===== config.mk =====
export PLATFORM = sky130hd
export DESIGN_NAME = dma_master
export DESIGN_NICKNAME = d
export VERILOG_FILES = /design/src/rtl/dma_master_pkg.sv /design/src/rtl/dma_burst_buf.sv /design/src/rtl/dma_master.sv
export SDC_FILE = /design/constraint.sdc
export NUM_CORES = 1
export LEC_CHECK = 0
export ABC_CLOCK_PERIOD_IN_PS = 13400
export CAP_MARGIN = 10
export CORE_MARGIN = 10
export CORE_UTILIZATION = 40
export DETAILED_ROUTE_END_ITERATION = 12
export GPL_ROUTABILITY_DRIVEN = 0
export PLACE_DENSITY = 0.68
export SETUP_SLACK_MARGIN = 0.05
export SLEW_MARGIN = 25
export SYNTH_ARGS = -nofsm -noshare
export SYNTH_HDL_FRONTEND = slang
export SYNTH_SLANG_ARGS = --single-unit
export TNS_END_PERCENT = 1

===== constraint.sdc =====
create_clock -name clk -period 13.4 [get_ports clk]
set_clock_uncertainty 0.05 [all_clocks]
set_input_delay 1.34 -clock clk [delete_from_list [all_inputs] [get_ports clk]]
set_output_delay 1.34 -clock clk [all_outputs]
set_load 0.05 [all_outputs]

===== src/rtl/dma_master_pkg.sv =====
// Shared AXI constants and the DMA state encoding used by the DMA master.
// Provides:
//   ADDR_W / DATA_W    bus widths
//   AXI_SIZE_WORD      AxSIZE for 32-bit beats
//   AXI_BURST_INCR     AxBURST incrementing
//   AXI_RESP_OKAY      xRESP success code
//   dma_state_t        copy-engine state machine states
//   words_to_page()    words left before the next 4KB boundary
package dma_master_pkg;

  localparam int ADDR_W     = 32;
  localparam int DATA_W     = 32;
  localparam int PAGE_WORDS = 1024;

  localparam logic [2:0] AXI_SIZE_WORD  = 3'b010;
  localparam logic [1:0] AXI_BURST_INCR = 2'b01;
  localparam logic [1:0] AXI_RESP_OKAY  = 2'b00;

  typedef enum logic [2:0] {
    IDLE,
    RADDR,
    RDATA,
    WADDR,
    WDATA,
    WRESP,
    DONE
  } dma_state_t;

  // AXI bursts may not cross a 4KB page; word_off is addr[11:2].
  function automatic logic [31:0] words_to_page(input logic [9:0] word_off);
    return 32'(PAGE_WORDS) - 32'(word_off);
  endfunction

endpackage


===== src/rtl/dma_burst_buf.sv =====
// Burst staging buffer: holds one read burst until it is written back out.
// Ports:
//   clk      clock
//   wr_idx   write index (read-data beat number)
//   wr_data  word to store
//   wr_en    store strobe
//   rd_idx   read index (write-data beat number)
//   rd_data  combinational read of entry rd_idx
module dma_burst_buf
  import dma_master_pkg::*;
#(
  parameter int DEPTH = 16,
  parameter int IDX_W = 4
) (
  input  logic              clk,
  input  logic [IDX_W-1:0]  wr_idx,
  input  logic [DATA_W-1:0] wr_data,
  input  logic              wr_en,
  input  logic [IDX_W-1:0]  rd_idx,
  output logic [DATA_W-1:0] rd_data
);

  logic [DATA_W-1:0] mem [DEPTH];

  // Data storage needs no reset; entries a short read burst never fills are
  // deliberately written out as whatever they last held.
  always_ff @(posedge clk) begin
    if (wr_en) mem[wr_idx] <= wr_data;
  end

  assign rd_data = mem[rd_idx];

endmodule


===== src/rtl/dma_master.sv =====
// AXI master copy engine. When DMAEN is seen it copies DMALEN words from
// DMASRC to DMADST as a sequence of INCR read-burst / write-burst pairs, each
// burst staged through dma_burst_buf, then raises DMA_done until DMAEN drops.
// Ports:
//   clk, rst                      clock, async active-low reset
//   DMAEN/DMASRC/DMADST/DMALEN    job request from the configuration slave
//   M_AR* / M_R*                  AXI read address / read data channels
//   M_AW* / M_W* / M_B*           AXI write address / data / response channels
//   DMA_done                      completion interrupt (level)
//   DMA_err                       sticky error flag for the current job
module dma_master
  import dma_master_pkg::*;
#(
  parameter int              ID_W      = 4,
  parameter logic [ID_W-1:0] MST_ID    = '0,
  parameter int              BURST_MAX = 16,
  parameter int              LEN_W     = 4
) (
  input  logic              clk,
  input  logic              rst,
  input  logic              DMAEN,
  input  logic [ADDR_W-1:0] DMASRC,
  input  logic [ADDR_W-1:0] DMADST,
  input  logic [31:0]       DMALEN,
  output logic [ID_W-1:0]   M_ARID,
  output logic [ADDR_W-1:0] M_ARAddr,
  output logic [LEN_W-1:0]  M_ARLen,
  output logic [2:0]        M_ARSize,
  output logic [1:0]        M_ARBurst,
  output logic              M_ARValid,
  input  logic              M_ARReady,
  input  logic [ID_W-1:0]   M_RID,
  input  logic [DATA_W-1:0] M_RData,
  input  logic [1:0]        M_RResp,
  input  logic              M_RLast,
  input  logic              M_RValid,
  output logic              M_RReady,
  output logic [ID_W-1:0]   M_AWID,
  output logic [ADDR_W-1:0] M_AWAddr,
  output logic [LEN_W-1:0]  M_AWLen,
  output logic [2:0]        M_AWSize,
  output logic [1:0]        M_AWBurst,
  output logic              M_AWValid,
  input  logic              M_AWReady,
  output logic [DATA_W-1:0] M_WData,
  output logic [3:0]        M_WStrb,
  output logic              M_WLast,
  output logic              M_WValid,
  input  logic              M_WReady,
  input  logic [ID_W-1:0]   M_BID,
  input  logic [1:0]        M_BResp,
  input  logic              M_BValid,
  output logic              M_BReady,
  output logic              DMA_done,
  output logic              DMA_err
);

  localparam int BW = LEN_W + 1;

  dma_state_t        state, state_nxt;
  logic [ADDR_W-1:0] src, dst, src_adv, dst_adv;
  logic [31:0]       remaining, rem_adv, rem_calc, beats_calc;
  logic [9:0]        src_off, dst_off;
  logic [BW-1:0]     beats, beats_m1;
  logic [LEN_W-1:0]  beat_cnt, wbeat;
  logic              err, r_fire, rbeat_last, wbeat_last;
  logic              unused_ids;

  // Only one transaction is ever outstanding, so returned IDs carry no info.
  assign unused_ids = ^{M_RID, M_BID};

  assign beats_m1   = beats - BW'(1);
  assign rbeat_last = ({1'b0, beat_cnt} == beats_m1);
  assign wbeat_last = ({1'b0, wbeat} == beats_m1);
  assign r_fire     = M_RValid & M_RReady;

  assign src_adv = src + (32'(beats) << 2);
  assign dst_adv = dst + (32'(beats) << 2);
  assign rem_adv = remaining - 32'(beats);

  assign M_ARID    = MST_ID;
  assign M_ARAddr  = src;
  assign M_ARLen   = LEN_W'(beats_m1);
  assign M_ARSize  = AXI_SIZE_WORD;
  assign M_ARBurst = AXI_BURST_INCR;
  assign M_AWID    = MST_ID;
  assign M_AWAddr  = dst;
  assign M_AWLen   = LEN_W'(beats_m1);
  assign M_AWSize  = AXI_SIZE_WORD;
  assign M_AWBurst = AXI_BURST_INCR;
  assign M_WStrb   = 4'hF;
  assign M_WLast   = (state == WDATA) && wbeat_last;
  assign DMA_done  = (state == DONE);
  assign DMA_err   = err;

  // Burst size for the burst about to start. It is evaluated on the cycle
  // that enters RADDR, so it must look at the values src/dst/remaining are
  // about to take: the job request when leaving IDLE, the advanced pointers
  // when leaving WRESP.
  always_comb begin
    src_off  = src_adv[11:2];
    dst_off  = dst_adv[11:2];
    rem_calc = rem_adv;
    if (state == IDLE) begin
      src_off  = DMASRC[11:2];
      dst_off  = DMADST[11:2];
      rem_calc = DMALEN;
    end
    beats_calc = rem_calc;
    if (beats_calc > 32'(BURST_MAX))        beats_calc = 32'(BURST_MAX);
    if (beats_calc > words_to_page(src_off)) beats_calc = words_to_page(src_off);
    if (beats_calc > words_to_page(dst_off)) beats_calc = words_to_page(dst_off);
  end

  always_ff @(posedge clk or negedge rst) begin
    if (!rst) state <= IDLE;
    else      state <= state_nxt;
  end

  // Read and write phases are strictly sequential; each channel's handshake
  // signal is simply "we are in that channel's state".
  always_comb begin
    state_nxt = state;
    M_ARValid = 1'b0;
    M_RReady  = 1'b0;
    M_AWValid = 1'b0;
    M_WValid  = 1'b0;
    M_BReady  = 1'b0;
    case (state)
      IDLE:  if (DMAEN) state_nxt = (DMALEN == '0) ? DONE : RADDR;
      RADDR: begin
        M_ARValid = 1'b1;
        if (M_ARReady) state_nxt = RDATA;
      end
      RDATA: begin
        M_RReady = 1'b1;
        if (M_RValid && (M_RLast || rbeat_last)) state_nxt = WADDR;
      end
      WADDR: begin
        M_AWValid = 1'b1;
        if (M_AWReady) state_nxt = WDATA;
      end
      WDATA: begin
        M_WValid = 1'b1;
        if (M_WReady && wbeat_last) state_nxt = WRESP;
      end
      WRESP: begin
        M_BReady = 1'b1;
        if (M_BValid) state_nxt = (rem_adv == '0) ? DONE : RADDR;
      end
      DONE:    if (!DMAEN) state_nxt = IDLE;
      default: state_nxt = IDLE;
    endcase
  end

  // Pointers, beat counters and the sticky error flag. Bad responses and a
  // short read burst flag the job but never stop it.
  always_ff @(posedge clk or negedge rst) begin
    if (!rst) begin
      src       <= '0;
      dst       <= '0;
      remaining <= '0;
      beats     <= '0;
      beat_cnt  <= '0;
      wbeat     <= '0;
      err       <= 1'b0;
    end else begin
      if (state != RADDR && state_nxt == RADDR) beats <= BW'(beats_calc);
      case (state)
        IDLE: if (DMAEN) begin
          src       <= DMASRC;
          dst       <= DMADST;
          remaining <= DMALEN;
          err       <= 1'b0;
        end
        RADDR: beat_cnt <= '0;
        RDATA: if (r_fire) begin
          beat_cnt <= beat_cnt + LEN_W'(1);
          if (M_RResp != AXI_RESP_OKAY || (M_RLast && !rbeat_last)) err <= 1'b1;
        end
        WADDR: wbeat <= '0;
        WDATA: if (M_WValid && M_WReady) wbeat <= wbeat + LEN_W'(1);
        WRESP: if (M_BValid) begin
          src       <= src_adv;
          dst       <= dst_adv;
          remaining <= rem_adv;
          if (M_BResp != AXI_RESP_OKAY) err <= 1'b1;
        end
        default: ;
      endcase
    end
  end

  dma_burst_buf #(
    .DEPTH (BURST_MAX),
    .IDX_W (LEN_W)
  ) u_buf (
    .clk     (clk),
    .wr_idx  (beat_cnt),
    .wr_data (M_RData),
    .wr_en   (r_fire),
    .rd_idx  (wbeat),
    .rd_data (M_WData)
  );

endmodule

Yosys cells after proc, flatten, opt, wreduce, memory -nomap -nowiden
Memories as Yosys holds them, arrays and structs flattened.
Cells that the tools add are included.
- bits in registers: 113
- bits in latches: 0
- bits in writable memories: 512
- memory bits (read-only): 0
- input port bits: 149
- output and inout bits: 134
- word-level logic and storage cells: 101
- memories kept: 1
- add/subtract/negate cells: 8
- $mul: 0
- divide/modulo/power cells: 0
- $lt $le $gt $ge: 3
- equality and inequality tests: 16
- shift-type cells: 0
- mux-type cells: 42
- bitwise operators: 1
- reduce and logical (&&, ||, !) cells: 22
- memory list (memory ; words ; bits a word ; read ports ; clocked after memory_dff ; wr ports ; RTL line ; RTL):
    u_buf.mem ; 16 ; 32 ; 1 ; 0 ; 1 ; dma_burst_buf.sv:23 ; logic [DATA_W-1:0] mem [DEPTH];
- operator list (kind ; number):
    two-way mux 32 bit ; 9
    case mux 32 bit (2 select lines) ; 3
    adder 32 x 7 -> 32 bit ; 2
    > comparator 32 bit ; 2
    logical NOT 32 bit ; 2
    > comparator 32 x 5 -> 1 bit (second input constant) ; 1
    subtractor 32 x 5 -> 32 bit ; 1
    two-way mux 3 bit ; 9
    subtractor 11 x 10 -> 12 bit (first input constant) ; 2
    case mux 3 bit (7 select lines) ; 1
    two-way mux 10 bit ; 2
    case mux 4 bit (2 select lines) ; 2
    two-way mux 1 bit ; 12
    == test 4 x 5 -> 1 bit ; 2
    != test 2 bit (second input constant) ; 5
    nonzero test 2 bit ; 5
    == test 3 bit (second input constant) ; 3
    adder 4 x 1 -> 4 bit (second input constant) ; 2
    two-way mux 4 bit ; 2
    == test 3 x 1 -> 1 bit (second input constant) ; 2
    == test 3 x 2 -> 1 bit (second input constant) ; 2
    logical AND 1 bit ; 6
    AND reduction 6 bit ; 1
    two-way mux 5 bit ; 1
    other kinds (11) ; 13

Depth between registers and ports, before layout
- word-level depth: 8
- gate-level depth with buffers: 31
- depth with buffers taken out: 29

By module
A second synthesis with hierarchy kept.
- cells, all modules: 2050
- area, all modules: 28665.0 um^2
- by module, submodules not included (module ; instances ; cells each ; area an instance (um^2) ; sequential area each (um^2)):
    dma_burst_buf ; 1 ; 806 ; 19194.7 ; 15374.7
    dma_master ; 1 ; 1244 ; 9470.3 ; 2827.7

Worst setup path after synthesis
No wires, ideal clock.
- path kind: register to register
- start: register beats[0]
- end: register beats[3]
- library setup time: 0.082 ns
- arrival time: 6.307 ns
- required time: 13.268 ns
- path slack: 6.961 ns
- stages on the path, launching flop included: 31
- buffers on the path: 2
- clock period less this slack: 6.439 ns
- path through: dfrtp_1 > ha_1 > fa_1 > nand4b_1 > o211ai_1 > clkbuf_1 > nor4b_1 > a211oi_1 > nor2_1 > a31o_1 > buf_6 > nand2_1 > nor2_1 > ha_1 > nor2b_1 > o21a_1 > o21ai_0 > a21oi_1 > o31a_1 > nor3_1 > nand2_1 > o22ai_1 > ha_1 > nor2b_1 > o21a_1 > o211ai_1 > a21boi_0 > or4_1 > nand2_1 > mux2_2 > a31oi_1
- longest elaborated chain between the ends: 8
- elaborated cells between the ends (all ways): 28
- those cells by class: add/sub: 6; order compare: 3; eq/ne: 3; mux: 11; reduce/logical: 5
- ends and longest elaborated chain (what ; RTL line ; RTL):
    start, declared ; dma_master.sv:64 ; logic [BW-1:0] beats, beats_m1;
    start signal, assigned ; dma_master.sv:168 ; if (state != RADDR && state_nxt == RADDR) beats <= BW'(beats_calc);
    subtractor 32 x 5 -> 32 bit / subtractor 5 x 1 -> 5 bit (equally long branches) ; dma_master.sv:79, dma_master.sv:72 ;
    two-way mux 32 bit / == test 4 x 5 -> 1 bit (equally long branches) ; dma_master.sv:104, dma_master.sv:73 ;
    > comparator 32 x 5 -> 1 bit / logical OR 1 bit (equally long branches) ; dma_master.sv:110, dma_master.sv:137 ;
    two-way mux 32 bit / logical AND 1 bit (equally long branches) ; dma_master.sv:110, dma_master.sv:137 ;
    > comparator 32 bit / two-way mux 3 bit (equally long branches) ; dma_master.sv:111, dma_master.sv:137 ;
    two-way mux 32 bit / case mux 3 bit (7 select lines) (equally long branches) ; dma_master.sv:111, dma_master.sv:129 ;
    > comparator 32 bit / == test 3 x 1 -> 1 bit (equally long branches) ; dma_master.sv:112, dma_master.sv:168 ;
    two-way mux 5 bit / logical AND 1 bit (equally long branches) ; dma_master.sv:112, dma_master.sv:168 ;
Parallel ways exist; a longest one is shown, timed or not.
A chain may end at the register's enable or synchronous reset.

Worst setup path after layout
Ends and elaborated chain as after synthesis.

==> impl_results.md <==
- Core Area: approximately 71000 sq um
- Highest net fanout along the worst path: 11
- Synth top area share: between 50% and 60%
- Die height: between 200 and 300 um
- Drt via density: between 5 and 6
- Seq cells post-synth: ~630
- Pwr/cell area: around 230 nW/um^2
- Asr flop ratio synth: ~18%
- Initial core utilization: 40.2%
- Number of CTS-inserted buffers: 69
- Slew @ Worst Pin: 0.935 ns
- WP data required: 13.90 ns
- Fillers: 5991
- Worst-skew pair later-pin latency: approximately 0.61 ns
- Pins Over Slew Limit: 0
- Total number of vias: around 19000
- Drt wl/cell: between 20 and 25 um
- Total negative setup slack: 0 ns
- Final Cycle Share: 59.7%
- Netlist cell types: 83
- CTS Hold Bufs: 0
- CTS tree: yes
- Total GRT Usage: between 10% and 20%
- Syn_area_per_cell: 14.6 sq um
- Synth area leader: edfxtp_1
- Most frequent cells in the layout: 512 x edfxtp_1, 251 x clkdlybuf4s50_1, 160 x mux4_2
- CP Launch Point: beats[0]
- EDFF count, synth: 512
- Final Hold Viols: 0
- Max_slew headroom: between 30% and 40%
- # clock sinks: 625
- Post-CTS setup buffers: 0
- Min Tclk post-route: about 8 ns
- Final Power: ~8.0 mW
- Global-route wire length before repair: 115 mm
- Setup slack, reg-to-reg: ~5.4 ns
- H-Tree Depth: 3
- Share of cells above drive strength 1: 15.3%
- Top FF cell, synth: edfxtp_1
- Initial antenna violation count: 13
- DRT antenna net count: 0
- Row count: between 90 and 100
- Post-cts gate resize count: 0
- Type of the most critical hold path: register to register
- Multi-input logic area: 9990 sq um
- Mapped Area: about 29000 sq um
- CTS Buffer Depth: 3
- Crit path max-delay cell type: dfrtp_1
- I/O pins: between 200 and 300
- Overflow after GRT: 0
- Worst-path clk slew: approximately 0.060 ns
- Most common cell after layout, fill and taps aside: edfxtp_1
- Largest cells by area after synthesis: edfxtp_1 54%, mux4_2 13%, dfrtp_1 9.9%
- Sequential cell area: about 18000 sq um
- Net count, final: 2403
- Max-cap violations: 0
- Final Setup Violations: 0
- Leak: around 11 nW
- VDD IR max: around 0.00020 V
- Status: finished clean
- Root buffer cell: clkbuf_16
- Initial DRC Count: 1658
- Die ar.: 82900 sq um
- Largest net degree at the start of global routing: between 100 and 150
- DRC viols: 0
- Max stage delay on crit path: around 0.65 ns
- Seq/Total Area, Yosys: 63.4%
- Buffers added on ports: 252
- Kind of start point of the critical path: register
- Worst hold start: DMA_err
- Post-DP HPWL: 46.9 mm
- RSZ-0062 raised after global routing: false
- Syn Inst Count: 1964
- Crit Path Class: register to register
- Worst path arrival time: 8.49 ns
- Vias in the first global route: about 19000
- Crit path capture type: register
- F_max: roughly 130 MHz
- Post-Route WL: ~76 mm
- Area delta synth->final: 20.5%
- Die width: 288 um
- First-pass detailed-route iteration total: 7
- Synth warn: 0
- Crit Reg-Reg Startpoint: beats[0]
==> final timing paths <==
kind | end | cells after the start
max | beats[3] | 28
min | DMA_err | 1
max reg2reg | beats[3] | 28
min reg2reg | DMA_err | 1
max in group asynchronous | wbeat[1] | 2
min in group asynchronous | M_AWAddr[16] | 1
==> flip-flops by register name (all words and copies together) (netlist names) <==
signal / cells
beats: 5
M_AWAddr: 32
M_ARAddr: 32
beat_cnt: 4
remaining: 32
wbeat: 4
u_buf.mem: 512
DMA_err: 1
state: 3
==> cell usage after synthesis (21+ instances only) <==
cell type and n:
nor3_1 43, buf_4 26, o21ai_0 101, xnor2_1 25, ha_1 45, dfrtp_1 113
nand3_1 51, a21oi_1 120, inv_1 33, nor2_1 129, edfxtp_1 512, nor4_1 21
mux4_2 160, nand4_1 24, clkbuf_1 88, a31oi_1 31, nand2_1 133, o22ai_1 23
==> critical path: cells and delay by family, from the launching register on <==
family	cells	cell delay, ns
AO/OA/AOI/OAI	13	3.21
AND/OR/NAND/NOR	10	2.50
adder cells (fa/ha/maj)	4	1.11
flip-flops	1	0.65
multiplexers	1	0.37
==> per-stage QoR <==
step | hold WS, ns | instances | util [%] | worst slack [ns] | cell area (sq um)
after floorplan | 0.406 | 1990 | - | 6.96 | 28800
after global placement | 0.414 | 3083 | 45.2 | 5.66 | 32200
after detailed placement | 0.420 | 3084 | 45.2 | 5.60 | 32300
after CTS | 0.435 | 3207 | 48.4 | 5.57 | 34500
after global routing | 0.459 | 3214 | 48.5 | 4.97 | 34600
final | 0.433 | 3214 | 48.5 | 5.40 | 34600
==> final cells by class <==
class	instances	area share, %
multi-input cells	1194	28.9
inverters	33	0.365
repair buffers	283	8.07
well taps	950	3.44
flip-flops and latches	625	52.6
diodes	6	0.0434
clock buffers	83	5.14
clock inverters	40	1.43
==> kinds of logic (layout without fill, tap and decap cells) <==
logic type,after synthesis,after routing,share of synthesized area [%]
other,2,34,0.0262
multiplexers,183,183,13.4
buffers and inverters,171,439,2.66
AND/OR/NAND/NOR,503,503,8.55
AO/OA/AOI/OAI,389,389,8.49
flip-flops,625,625,63.4
XOR/XNOR,43,43,1.31
adder cells (fa/ha/maj),48,48,2.17
==> per-layer routing <==
metal | up-vias | GRT usage, % | routed length, um
met4 | 14 | 7.08 | 2450
met2 | 816 | 29.7 | 37600
met3 | 145 | 3.83 | 5830
li1 | 8204 | - | -
met1 | 9423 | 23.0 | 30200
met5 | - | 0 | 85
==> where the power goes <==
part / internal [mW] / switching (mW)
registers: 2.29 / 0.278
clock network: 1.08 / 0.791
logic: 1.38 / 2.21
Power figures use the tool's default switching activity.
